`src/rtl/dmem_arbiter_pkg.sv`:
```
// Shared types and sizes for the data-memory arbiter: word/memory geometry,
// owner encodings and the per-beat memory request payload.
package dmem_arbiter_pkg;

  localparam int unsigned WORD_WIDTH          = 16;
  localparam int unsigned DATA_MEM_DEPTH      = 256;
  localparam int unsigned DATA_MEM_ADDR_WIDTH = 8;

  typedef enum logic [1:0] {
    ARB_IDLE = 2'd0,
    ARB_OWN0 = 2'd1,
    ARB_OWN1 = 2'd2
  } arb_state_e;

  typedef struct packed {
    logic                  we;
    logic [WORD_WIDTH-1:0] addr;
    logic [WORD_WIDTH-1:0] wdata;
  } mem_beat_t;

endpackage

```
`src/rtl/dmem_arbiter.sv`:
```
// Two-master burst-bounded arbiter in front of data_memory; read data is tagged back to its issuer.
// Define DMEM_ARB_RR_EN for round-robin idle contention; otherwise m0 (CPU) has fixed priority.
module dmem_arbiter
  import dmem_arbiter_pkg::*;
#(
  parameter int unsigned MAX_BURST = 4,
  parameter int unsigned CNT_W     = 3
) (
  input  logic                  clk,
  input  logic                  rst_n,
  input  logic                  m0_req,
  input  logic                  m0_we,
  input  logic [WORD_WIDTH-1:0] m0_addr,
  input  logic [WORD_WIDTH-1:0] m0_wdata,
  input  logic                  m1_req,
  input  logic                  m1_we,
  input  logic [WORD_WIDTH-1:0] m1_addr,
  input  logic [WORD_WIDTH-1:0] m1_wdata,
  output logic                  m0_gnt,
  output logic                  m1_gnt,
  output logic                  m0_rvalid,
  output logic                  m1_rvalid,
  output logic [WORD_WIDTH-1:0] m0_rdata,
  output logic [WORD_WIDTH-1:0] m1_rdata,
  output logic [WORD_WIDTH-1:0] mem_addr,
  output logic [WORD_WIDTH-1:0] mem_write_data,
  output logic                  mem_write_en,
  output logic                  mem_read_en,
  input  logic [WORD_WIDTH-1:0] mem_read_data
);

  localparam logic [CNT_W-1:0] MAX_CNT = CNT_W'(MAX_BURST);
  localparam logic [CNT_W-1:0] ONE_CNT = CNT_W'(1);

  arb_state_e       r_state;
  arb_state_e       w_state_nxt;
  logic [CNT_W-1:0] r_cnt;
  logic [CNT_W-1:0] w_cnt_nxt;
  logic [CNT_W-1:0] w_cnt_inc;
  logic             w_burst_left;
  logic             w_idle_pick1;
  logic             w_gnt0;
  logic             w_gnt1;
  logic             r_m0_rvalid;
  logic             r_m1_rvalid;
  mem_beat_t        w_beat;

`ifdef DMEM_ARB_RR_EN
  logic r_last_owner;
  assign w_idle_pick1 = ~r_last_owner;
`else
  assign w_idle_pick1 = 1'b0;
`endif

  // Counter saturates at the burst limit so a long solo burst still yields immediately.
  assign w_burst_left = (r_cnt < MAX_CNT);
  assign w_cnt_inc    = w_burst_left ? (r_cnt + ONE_CNT) : MAX_CNT;

  // Next owner, grants and beat count
  always_comb begin
    w_gnt0      = 1'b0;
    w_gnt1      = 1'b0;
    w_state_nxt = r_state;
    w_cnt_nxt   = r_cnt;
    case (r_state)
      ARB_OWN0: begin
        if (m0_req && (w_burst_left || !m1_req)) begin
          w_gnt0    = 1'b1;
          w_cnt_nxt = w_cnt_inc;
        end else if (m1_req) begin
          w_gnt1      = 1'b1;
          w_state_nxt = ARB_OWN1;
          w_cnt_nxt   = ONE_CNT;
        end else begin
          w_state_nxt = ARB_IDLE;
          w_cnt_nxt   = '0;
        end
      end
      ARB_OWN1: begin
        if (m1_req && (w_burst_left || !m0_req)) begin
          w_gnt1    = 1'b1;
          w_cnt_nxt = w_cnt_inc;
        end else if (m0_req) begin
          w_gnt0      = 1'b1;
          w_state_nxt = ARB_OWN0;
          w_cnt_nxt   = ONE_CNT;
        end else begin
          w_state_nxt = ARB_IDLE;
          w_cnt_nxt   = '0;
        end
      end
      default: begin
        if (m0_req && (!m1_req || !w_idle_pick1)) begin
          w_gnt0      = 1'b1;
          w_state_nxt = ARB_OWN0;
          w_cnt_nxt   = ONE_CNT;
        end else if (m1_req) begin
          w_gnt1      = 1'b1;
          w_state_nxt = ARB_OWN1;
          w_cnt_nxt   = ONE_CNT;
        end else begin
          w_state_nxt = ARB_IDLE;
          w_cnt_nxt   = '0;
        end
      end
    endcase
  end

  always_ff @(posedge clk or negedge rst_n) begin
    if (!rst_n) begin
      r_state     <= ARB_IDLE;
      r_cnt       <= '0;
      r_m0_rvalid <= 1'b0;
      r_m1_rvalid <= 1'b0;
    end else begin
      r_state     <= w_state_nxt;
      r_cnt       <= w_cnt_nxt;
      r_m0_rvalid <= w_gnt0 & ~m0_we;
      r_m1_rvalid <= w_gnt1 & ~m1_we;
    end
  end

`ifdef DMEM_ARB_RR_EN
  always_ff @(posedge clk or negedge rst_n) begin
    if (!rst_n) begin
      r_last_owner <= 1'b1;
    end else if (w_gnt0) begin
      r_last_owner <= 1'b0;
    end else if (w_gnt1) begin
      r_last_owner <= 1'b1;
    end
  end
`endif

  // Memory port follows the winner; m0 when nobody is granted.
  assign w_beat = w_gnt1 ? '{we: m1_we, addr: m1_addr, wdata: m1_wdata}
                         : '{we: m0_we, addr: m0_addr, wdata: m0_wdata};

  assign m0_gnt         = w_gnt0 & rst_n;
  assign m1_gnt         = w_gnt1 & rst_n;
  assign mem_addr       = w_beat.addr;
  assign mem_write_data = w_beat.wdata;
  assign mem_write_en   = (m0_gnt | m1_gnt) & w_beat.we;
  assign mem_read_en    = (m0_gnt | m1_gnt) & ~w_beat.we;

  assign m0_rvalid = r_m0_rvalid;
  assign m1_rvalid = r_m1_rvalid;
  assign m0_rdata  = mem_read_data;
  assign m1_rdata  = mem_read_data;

endmodule

```
`config.mk`:
```
export PLATFORM = sky130hd
export DESIGN_NAME = dmem_arbiter
export DESIGN_NICKNAME = d
export VERILOG_FILES = /design/src/rtl/dmem_arbiter_pkg.sv /design/src/rtl/dmem_arbiter.sv
export SDC_FILE = /design/constraint.sdc
export NUM_CORES = 1
export LEC_CHECK = 0
export CAP_MARGIN = 30
export CORE_AREA = 5 5 76 78
export DETAILED_ROUTE_END_ITERATION = 7
export DIE_AREA = 0 0 81 83
export HOLD_SLACK_MARGIN = 0.12
export PLACE_DENSITY = 0.79
export SLEW_MARGIN = 20
export SYNTH_ARGS = -nofsm -noshare
export SYNTH_HDL_FRONTEND = slang
export SYNTH_SLANG_ARGS = --single-unit
```
`constraint.sdc`:
```
create_clock -name clk -period 2.41 [get_ports clk]
set_input_delay 0.241 -clock clk [delete_from_list [all_inputs] [get_ports clk]]
set_output_delay 0.241 -clock clk [all_outputs]
set_load 0.01 [all_outputs]
```
==> results of run 1 <==
[worst max-delay path: stages, from the launching register on]
cell and delay [ps]:
sky130_fd_sc_hd__dfrtp_1 370, sky130_fd_sc_hd__buf_4 140, sky130_fd_sc_hd__ha_4 160, sky130_fd_sc_hd__buf_4 140
sky130_fd_sc_hd__o211a_1 230, sky130_fd_sc_hd__and2_4 180, sky130_fd_sc_hd__buf_6 130, sky130_fd_sc_hd__mux2_4 280
sky130_fd_sc_hd__clkdlybuf4s15_1 230
[placed cells by master (no fill, tap or decap), drive strengths merged, types with 2 or more instances in the layout]
cell type / instances
a21oi: 2
buf: 51
clkbuf: 8
clkdlybuf4s15: 2
clkdlybuf4s50: 72
dfrtp: 7
dlygate4sd2: 2
ha: 3
inv: 4
mux2: 32
mux2i: 2
nand2: 4
nand2b: 2
nand3: 2
nor2: 6
nor2b: 5
nor3: 2
o21ai: 5
[worst max path at each step]
| stage | cells past startpoint | end | slack [ps] | from |
|---|---|---|---|---|
| finish | 8 | mem_addr[6] | 80 | r_state[0]$_DFFE_PN0P_ |
| global route | 7 | mem_write_en | -20 | r_state[1]$_DFFE_PN0P_ |
| CTS | 8 | mem_read_en | -40 | r_state[0]$_DFFE_PN0P_ |
| detailed placement | 7 | mem_write_data[8] | -190 | m0_req |
| global placement | 7 | mem_write_data[1] | -170 | m0_req |
| floorplan | 9 | mem_addr[0] | 400 | r_state[0]$_DFFE_PN0P_ |
[layer usage]
layer | track usage (%) | wire (um) | up-vias
met5 | 0 | 0 | -
li1 | - | - | 605
met3 | 6.06 | 709 | 7
met2 | 22.0 | 2270 | 84
met1 | 13.1 | 1590 | 562
met4 | 3.84 | 70 | 0
[cells by family (layout without fill, tap and decap cells)]
kind of cell,count (synthesis),count (layout),synth area share (%)
compound gates,14,14,7.49
flops,7,7,13.3
mux,34,34,37.1
buf+inv,43,139,26.8
fa+ha+maj,3,3,2.84
simple gates,27,27,12.5
[registers in the layout, summed over array words and instances, names as in the netlist]
name       count
r_cnt          3
r_state        2
m0_rvalid      1
m1_rvalid      1
[area by class of cell]
| class | instances | share of cell area (%) |
|---|---|---|
| Inverter | 4 | 0.658 |
| Sequential cell | 7 | 7.68 |
| Clock buffer | 4 | 1.97 |
| Timing Repair Buffer | 131 | 49.8 |
| Multi-Input combinational cell | 78 | 36.1 |
| Tap cell | 70 | 3.84 |
[per-stage QoR]
stage / setup slack, ps / TNS (ps) / total power [uW] / cell area (um^2)
final: 81.4 / 0 / 1750 / 2280
after floorplan: 404 / 0 / 1050 / 1320
after global placement: -174 / -4740 / 1610 / 2330
after detailed placement: -185 / -5150 / 1630 / 2330
after CTS: -42.6 / -78.7 / 1780 / 2310
after global routing: -22.9 / -35.6 / 1870 / 2280
[power groups by stage]
stage | Sequential, uW | Clock [uW] | Combinational [uW]
after detailed placement | 175 | 0 | 1450
final | 179 | 169 | 1410
after global routing | 185 | 181 | 1500
after global placement | 175 | 0 | 1440
after CTS | 179 | 176 | 1420
after floorplan | 176 | 0 | 878
[what timing repair did]
action	CTS	global route
setup endpoints to repair	35	15
buffers inserted	3	0
gates resized for setup	122	13
pin swaps	2	3
gates cloned	0	0
==> impl_summary.log, run 1 <==
INFO  metric port_buffers = between 100 and 150
INFO  metric synth_sequential_area_ratio = approximately an eighth
INFO  metric numCtsBuffers = 3
INFO  metric grt_pass1_vias = 1276
INFO  metric switching_share = 37.2%
INFO  metric ios = 156
INFO  metric drtPass1Iterations = 4
INFO  metric core_region_area = 0.00501 mm^2
INFO  metric finalSetupViolCount = 0
INFO  metric worst_ep_arrival_time = 2090 ps
INFO  metric run_status = complete, no violations
INFO  metric cts_root_buf = sky130_fd_sc_hd__clkbuf_8
INFO  metric combinationalPowerShare = between 80% and 90%
INFO  metric worst-r2r-setup-slack = 650 ps
INFO  metric synth.cell_area = between 0.001 and 0.0015 mm^2
INFO  metric timing.max_slew.rel_slack = 67.0%
INFO  metric pin_count_of_the_biggest_net_entering_global_routing = 14
INFO  metric worstHoldPathType = in -> async
INFO  metric first_pass_grt_wire_length = roughly 6700 um
INFO  metric layout-drive-gt1-share = 44.2%
INFO  metric hold_viol_final = 0
INFO  metric fin_worst_skew = 0.692 ps
INFO  metric numPlacedInstances = about 290
INFO  metric grt_util_all_layers = 12.6%
INFO  metric die_y = roughly 83 um
INFO  metric num_vias = 1258
INFO  metric fmaxAchievable = 0.429 GHz
INFO  metric die_w = 81 um
INFO  metric timing.critical_path.to_type = output pin
INFO  metric antenna_diode_count = 0
INFO  metric finalWeightedCongestion = between 0.8 and 0.9
INFO  metric remaining_drc_errors = 0
INFO  metric vdd_ir_drop_max = roughly 500 uV
INFO  metric antenna_left = 0
INFO  metric static-leakage-power = 0.00105 uW
INFO  metric synth_top_cell_by_area = sky130_fd_sc_hd__mux2_4
INFO  metric htree_levels = 1
INFO  metric dpl.hpwl = 3980 um
INFO  metric drt-wirelength-per-cell = 15.8 um
INFO  metric initial_utilization = about a quarter
INFO  metric rr_endpoint = m0_rvalid$_DFF_PN0_
INFO  metric grt.overflow.total = 0
INFO  metric fillerInstances = ~530
INFO  metric drc_violation_total_after_the_first_tritonroute_iteration = 12
INFO  metric clock_tree_buffer_depth = 2
INFO  metric clock_power_share = 9.7%
INFO  metric clk_transition_reported_paths = 40 ps
INFO  metric maxCapViolations = 0
INFO  metric synth_top_area_share = 33.0%
INFO  metric flops_latches_synth = 7
INFO  metric mappedNetlistNets = 217
INFO  metric seqCellArea = 175 um^2
INFO  metric maxSlewViolCount = 0
INFO  metric final.min_clock_period = ~2300 ps
INFO  metric final_core_util = 45.6%
INFO  metric timing.critical_path.fanout_max = 5
INFO  metric synth.distinct_cells = 33
INFO  metric p_int = 1100 uW
INFO  metric final.hold.worst_slack = 324 ps
INFO  metric reg2reg_from = r_state[0]$_DFFE_PN0P_
INFO  metric layout.nets = 314
INFO  metric critPathKind = reg -> out
INFO  metric tritoncts_num_sinks = 7
INFO  metric count_of_flip_flops_with_a_built_in_enable_after_synthesis = 0
INFO  metric dominantRegCellSynth = sky130_fd_sc_hd__dfrtp_1
INFO  metric cellPowerDensity = 769 mW/mm^2
INFO  metric worstPathRequired = between 2000 and 2500 ps
INFO  metric timing.final.crit_share = a little over nine tenths
INFO  metric grt_antenna_before_repair = 0
INFO  metric netlist_top_cells_area = sky130_fd_sc_hd__mux2_4, sky130_fd_sc_hd__buf_4, sky130_fd_sc_hd__dfrtp_1
INFO  metric synth.cells.most_frequent = sky130_fd_sc_hd__buf_4, sky130_fd_sc_hd__mux2_4, sky130_fd_sc_hd__dfrtp_1
INFO  metric switchingPower = 652 uW
INFO  metric layout-area-overhead-vs-synth = 72.9%
INFO  metric tightestPinTransition = 494 ps
INFO  metric fin_cells = 294
INFO  metric tritoncts = done
INFO  metric multi_input_comb_area = 823 um^2
INFO  metric via_per_inst = roughly 4.3
INFO  metric rows = 26
INFO  metric timing.critical_path.from_type = flip-flop
INFO  metric die_outline_area = slightly below 0.007 mm^2
INFO  metric cts-hold-fix-buffers = 0
INFO  metric synth_async_sr_flop_share = 100%
INFO  metric synth_most_common_cell = sky130_fd_sc_hd__buf_4
INFO  metric route.final.wire_length = around 4600 um
INFO  metric yosys_warnings = 0
INFO  metric post_synth_inst_count = 128
INFO  metric r2r_cell_count = 7
INFO  metric clk_latency = 230 ps
INFO  metric post_synth.cell_area_avg = roughly 10 um^2
INFO  metric seqPwrFrac = 10.2%
(Power assumes the default switching activity.)
==> run 2, diff against run 1 <==
Settings changed: CORE_AREA 5 5 76 78 to 2 2 73 75, CTS_CLUSTER_SIZE set to 30, DIE_AREA 0 0 81 83 to 0 0 75 77, SETUP_SLACK_MARGIN set to 0.02.
==> impl_summary.log, run 2 (synthesis results as in run 1) <==
INFO  metric num_vias = 1334 (was 1258)
INFO  metric static-leakage-power = 0.00118 uW (was 0.00105 uW)
INFO  metric fillerInstances = 442 (was 529)
INFO  metric place_area = 0.00228 mm^2 (was 0.00233 mm^2)
INFO  metric worst_ep_arrival_time = 2190 ps (was 2090 ps)
INFO  metric timing.final.crit_share = 101% (was 96.6%)
INFO  metric die_y = 77 um (was 83 um)
INFO  metric timing.critical_path.fanout_max = 6 (was 5)
INFO  metric antenna_left = 0 (unchanged)
INFO  metric rows = 26 (unchanged)
INFO  metric grt_util_met2 = 28.2% (was 22.0%)
INFO  metric largest_register = r_cnt (unchanged)
INFO  metric worst-r2r-setup-slack = 740 ps (was 650 ps)
INFO  metric antenna_diode_count = 0 (unchanged)
INFO  metric switching_share = 35.7% (was 37.2%)
INFO  metric final_cell_area = 0.00257 mm^2 (was 0.00228 mm^2)
INFO  metric seqPwrFrac = 8.4% (was 10.2%)
INFO  metric core_region_area = 0.00498 mm^2 (was 0.00501 mm^2)
INFO  metric finalWeightedCongestion = 0.925 (was 0.837)
INFO  metric finalWorstSetupSlack = -18.7 ps (was 81.4 ps)
INFO  metric globalRouteMet3Util = 4.73% (was 6.06%)
INFO  metric numCtsBuffers = 3 (unchanged)
INFO  metric worstPathRequired = 2170 ps (about the same)
INFO  metric tritoncts = done (unchanged)
INFO  metric grt.overflow.total = 0 (unchanged)
INFO  metric worstPathCellList = buf_6 -> ha_4 -> buf_6 -> nor2_4 -> o21bai_4 -> and2_4 -> buf_6 -> buf_12 -> buf_12 -> mux2_4 -> buf_6 (was buf_4 -> ha_4 -> buf_4 -> o211a_1 -> and2_4 -> buf_6 -> mux2_4 -> clkdlybuf4s15_1)
INFO  metric route.final.wire_length = 5090 um (was 4640 um)
INFO  metric clk_latency = 230 ps (about the same)
INFO  metric crit_top_cell = sky130_fd_sc_hd__buf_6 (was sky130_fd_sc_hd__buf_4)
INFO  metric drt-wirelength-per-cell = 16.9 um (was 15.8 um)
INFO  metric maxSlewViolCount = 0 (unchanged)
INFO  metric tightestPinTransition = 458 ps (was 494 ps)
INFO  metric failing_checks = negative setup slack
INFO  metric worstHoldPathType = in -> async (unchanged)
INFO  metric fmaxAchievable = 0.412 GHz (was 0.429 GHz)
INFO  metric p_int = 1410 uW (was 1100 uW)
INFO  metric run_status = complete, but fails checks (was complete, no violations)
INFO  metric vdd_ir_drop_max = 702 uV (was 503 uV)
INFO  metric clock_tree_buffer_depth = 2 (unchanged)
INFO  metric timing.max_slew.rel_slack = 69.5% (was 67.0%)
INFO  metric max_reg_flops = 3 (unchanged)
INFO  metric tritoncts_num_sinks = 7 (unchanged)
INFO  metric port_buffers = 107 (unchanged)
INFO  metric r2r_cell_count = 6 (was 7)
INFO  metric grt_pass1_vias = 1417 (was 1276)
INFO  metric ios = 156 (unchanged)
INFO  metric drtPass1Iterations = 3 (was 4)
INFO  metric reg2reg_from = r_state[0]$_DFFE_PN0P_ (unchanged)
INFO  metric rr_endpoint = m0_rvalid$_DFF_PN0_ (unchanged)
INFO  metric die_w = 75 um (was 81 um)
INFO  metric switchingPower = 782 uW (was 652 uW)
INFO  metric critPathKind = reg -> out (unchanged)
INFO  metric combinationalPowerShare = 83.9% (was 80.2%)
INFO  metric remaining_drc_errors = 0 (unchanged)
INFO  metric timing.critical_path.to_type = output pin (unchanged)
INFO  metric regs_by_ff_count = r_cnt x3, r_state x2 (unchanged)
INFO  metric rsz0062_at_grt = true
INFO  metric critical-path-max-stage-delay = 390 ps (was 370 ps)
INFO  metric timing.critical_path.from_type = flip-flop (unchanged)
INFO  metric grt_antenna_before_repair = 0 (unchanged)
INFO  metric clk_transition_reported_paths = 40 ps (about the same)
INFO  metric drc_violation_total_after_the_first_tritonroute_iteration = 15 (was 12)
INFO  metric dpl.hpwl = 3670 um (was 3980 um)
INFO  metric most_frequent_cells_in_the_layout = sky130_fd_sc_hd__clkdlybuf4s50_1, sky130_fd_sc_hd__mux2_4, sky130_fd_sc_hd__buf_6 (was sky130_fd_sc_hd__clkdlybuf4s50_1, sky130_fd_sc_hd__mux2_4, sky130_fd_sc_hd__buf_2)
INFO  metric via_per_inst = 4.43 (was 4.28)
INFO  metric fin_cells = 301 (was 294)
INFO  metric hold_viol_final = 0 (unchanged)
INFO  metric critPathTopFamily = buffers and inverters (unchanged)
INFO  metric layout.nets = 321 (was 314)
INFO  metric die_outline_area = 0.00578 mm^2 (was 0.00672 mm^2)
INFO  metric cellPowerDensity = 851 mW/mm^2 (was 769 mW/mm^2)
INFO  metric final.min_clock_period = 2430 ps (was 2330 ps)
INFO  metric fin_worst_skew = 2.37 ps (was 0.692 ps)
INFO  metric finalSetupViolCount = 6 (was 0)
INFO  metric clock_power_share = 7.7% (was 9.7%)
INFO  metric cts_root_buf = sky130_fd_sc_hd__clkbuf_8 (unchanged)
INFO  metric layout-drive-gt1-share = 48.1% (was 44.2%)
INFO  metric initial_utilization = 26.5% (was 26.3%)
INFO  metric numPlacedInstances = 282 (was 287)
INFO  metric cp_num_buf_inv = 6 (was 4)
INFO  metric pin_count_of_the_biggest_net_entering_global_routing = 15 (was 14)
INFO  metric groute.layer.met1.usage = 17.1% (was 13.1%)
INFO  metric layout-area-overhead-vs-synth = 95.1% (was 72.9%)
INFO  metric maxCapViolations = 0 (unchanged)
INFO  metric critical_path.slowest_cell = sky130_fd_sc_hd__dfrtp_1 (unchanged)
INFO  metric htree_levels = 1 (unchanged)
INFO  metric grt_util_all_layers = 15.8% (was 12.6%)
INFO  metric grt-busiest-layer = met2 (unchanged)
INFO  metric layout_commonest_cell = sky130_fd_sc_hd__clkdlybuf4s50_1 (unchanged)
INFO  metric first_pass_grt_wire_length = 7020 um (was 6660 um)
[run 2: area by class of cell]
| cell class | instances | area, um^2 | area share, % |
|---|---|---|---|
| tap | 70 | 87.6 | 3.40 |
| timing repair buffer | 138 | 1400 | 54.5 |
| multi-input combinational | 78 | 848 | 32.9 |
| clock buffer | 4 | 45.0 | 1.75 |
| sequential | 7 | 175 | 6.80 |
| inverter | 4 | 15.0 | 0.583 |
[run 2: worst max path at each step]
stage | startpoint | endpoint | slack [ps] | depth (start not counted)
floorplan | r_state[0]$_DFFE_PN0P_ | mem_addr[0] | 400 | 9
global placement | m1_req | mem_write_en | -130 | 6
detailed placement | m1_req | mem_write_en | -150 | 6
CTS | r_state[1]$_DFFE_PN0P_ | mem_write_data[0] | -70 | 8
global route | r_state[0]$_DFFE_PN0P_ | mem_write_data[11] | -80 | 11
finish | r_state[0]$_DFFE_PN0P_ | mem_write_data[11] | -20 | 11
[run 2: worst register-to-register path, delay by kind of cell (launching register included)]
kind                       cells  cell delay (ps)
AOI/OAI and AO/OA              1              140
and+or+nand+nor                2              520
adders and majority gates      1              230
DFF                            1              390
buffers and inverters          2              270
[run 2: repair_timing]
item / in CTS / in global routing
hold buffers: 0 / 0
setup buffers: 8 / 4
gates resized for setup: 150 / 23
cloned: 3 / 1
pin swaps: 5 / 5
setup endpoints to repair: 35 / 34
[run 2: layer usage]
layer | wire length (um) | share of wire [%] | vias to the layer above
met3 | 561 | 11 | 13
li1 | - | - | 621
met5 | 0 | 0 | -
met2 | 2480 | 49 | 90
met4 | 98 | 1.9 | 0
met1 | 1950 | 38 | 610
[run 2: metrics by stage]
step | hold WS (ps) | util [%] | setup WS (ps) | TNS [ps] | power, uW
finish | 330 | 51.7 | -18.7 | -84.1 | 2190
global route | 354 | 51.7 | -79.3 | -437 | 2320
CTS | 337 | 50.3 | -65.5 | -104 | 2070
detailed placement | 482 | 45.9 | -154 | -3410 | 1570
global placement | 482 | 45.9 | -133 | -2410 | 1560
floorplan | -54.6 | - | 404 | 0 | 1050
[run 2: power by group through the flow]
| stage | Clock [uW] | Sequential (uW) | Combinational (uW) |
|---|---|---|---|
| 6_report | 169 | 184 | 1840 |
| 2_1_floorplan | 0 | 176 | 878 |
| 5_1_grt | 181 | 189 | 1950 |
| 4_1_cts | 170 | 185 | 1720 |
| 3_3_place_gp | 0 | 177 | 1390 |
| 3_5_place_dp | 0 | 178 | 1400 |
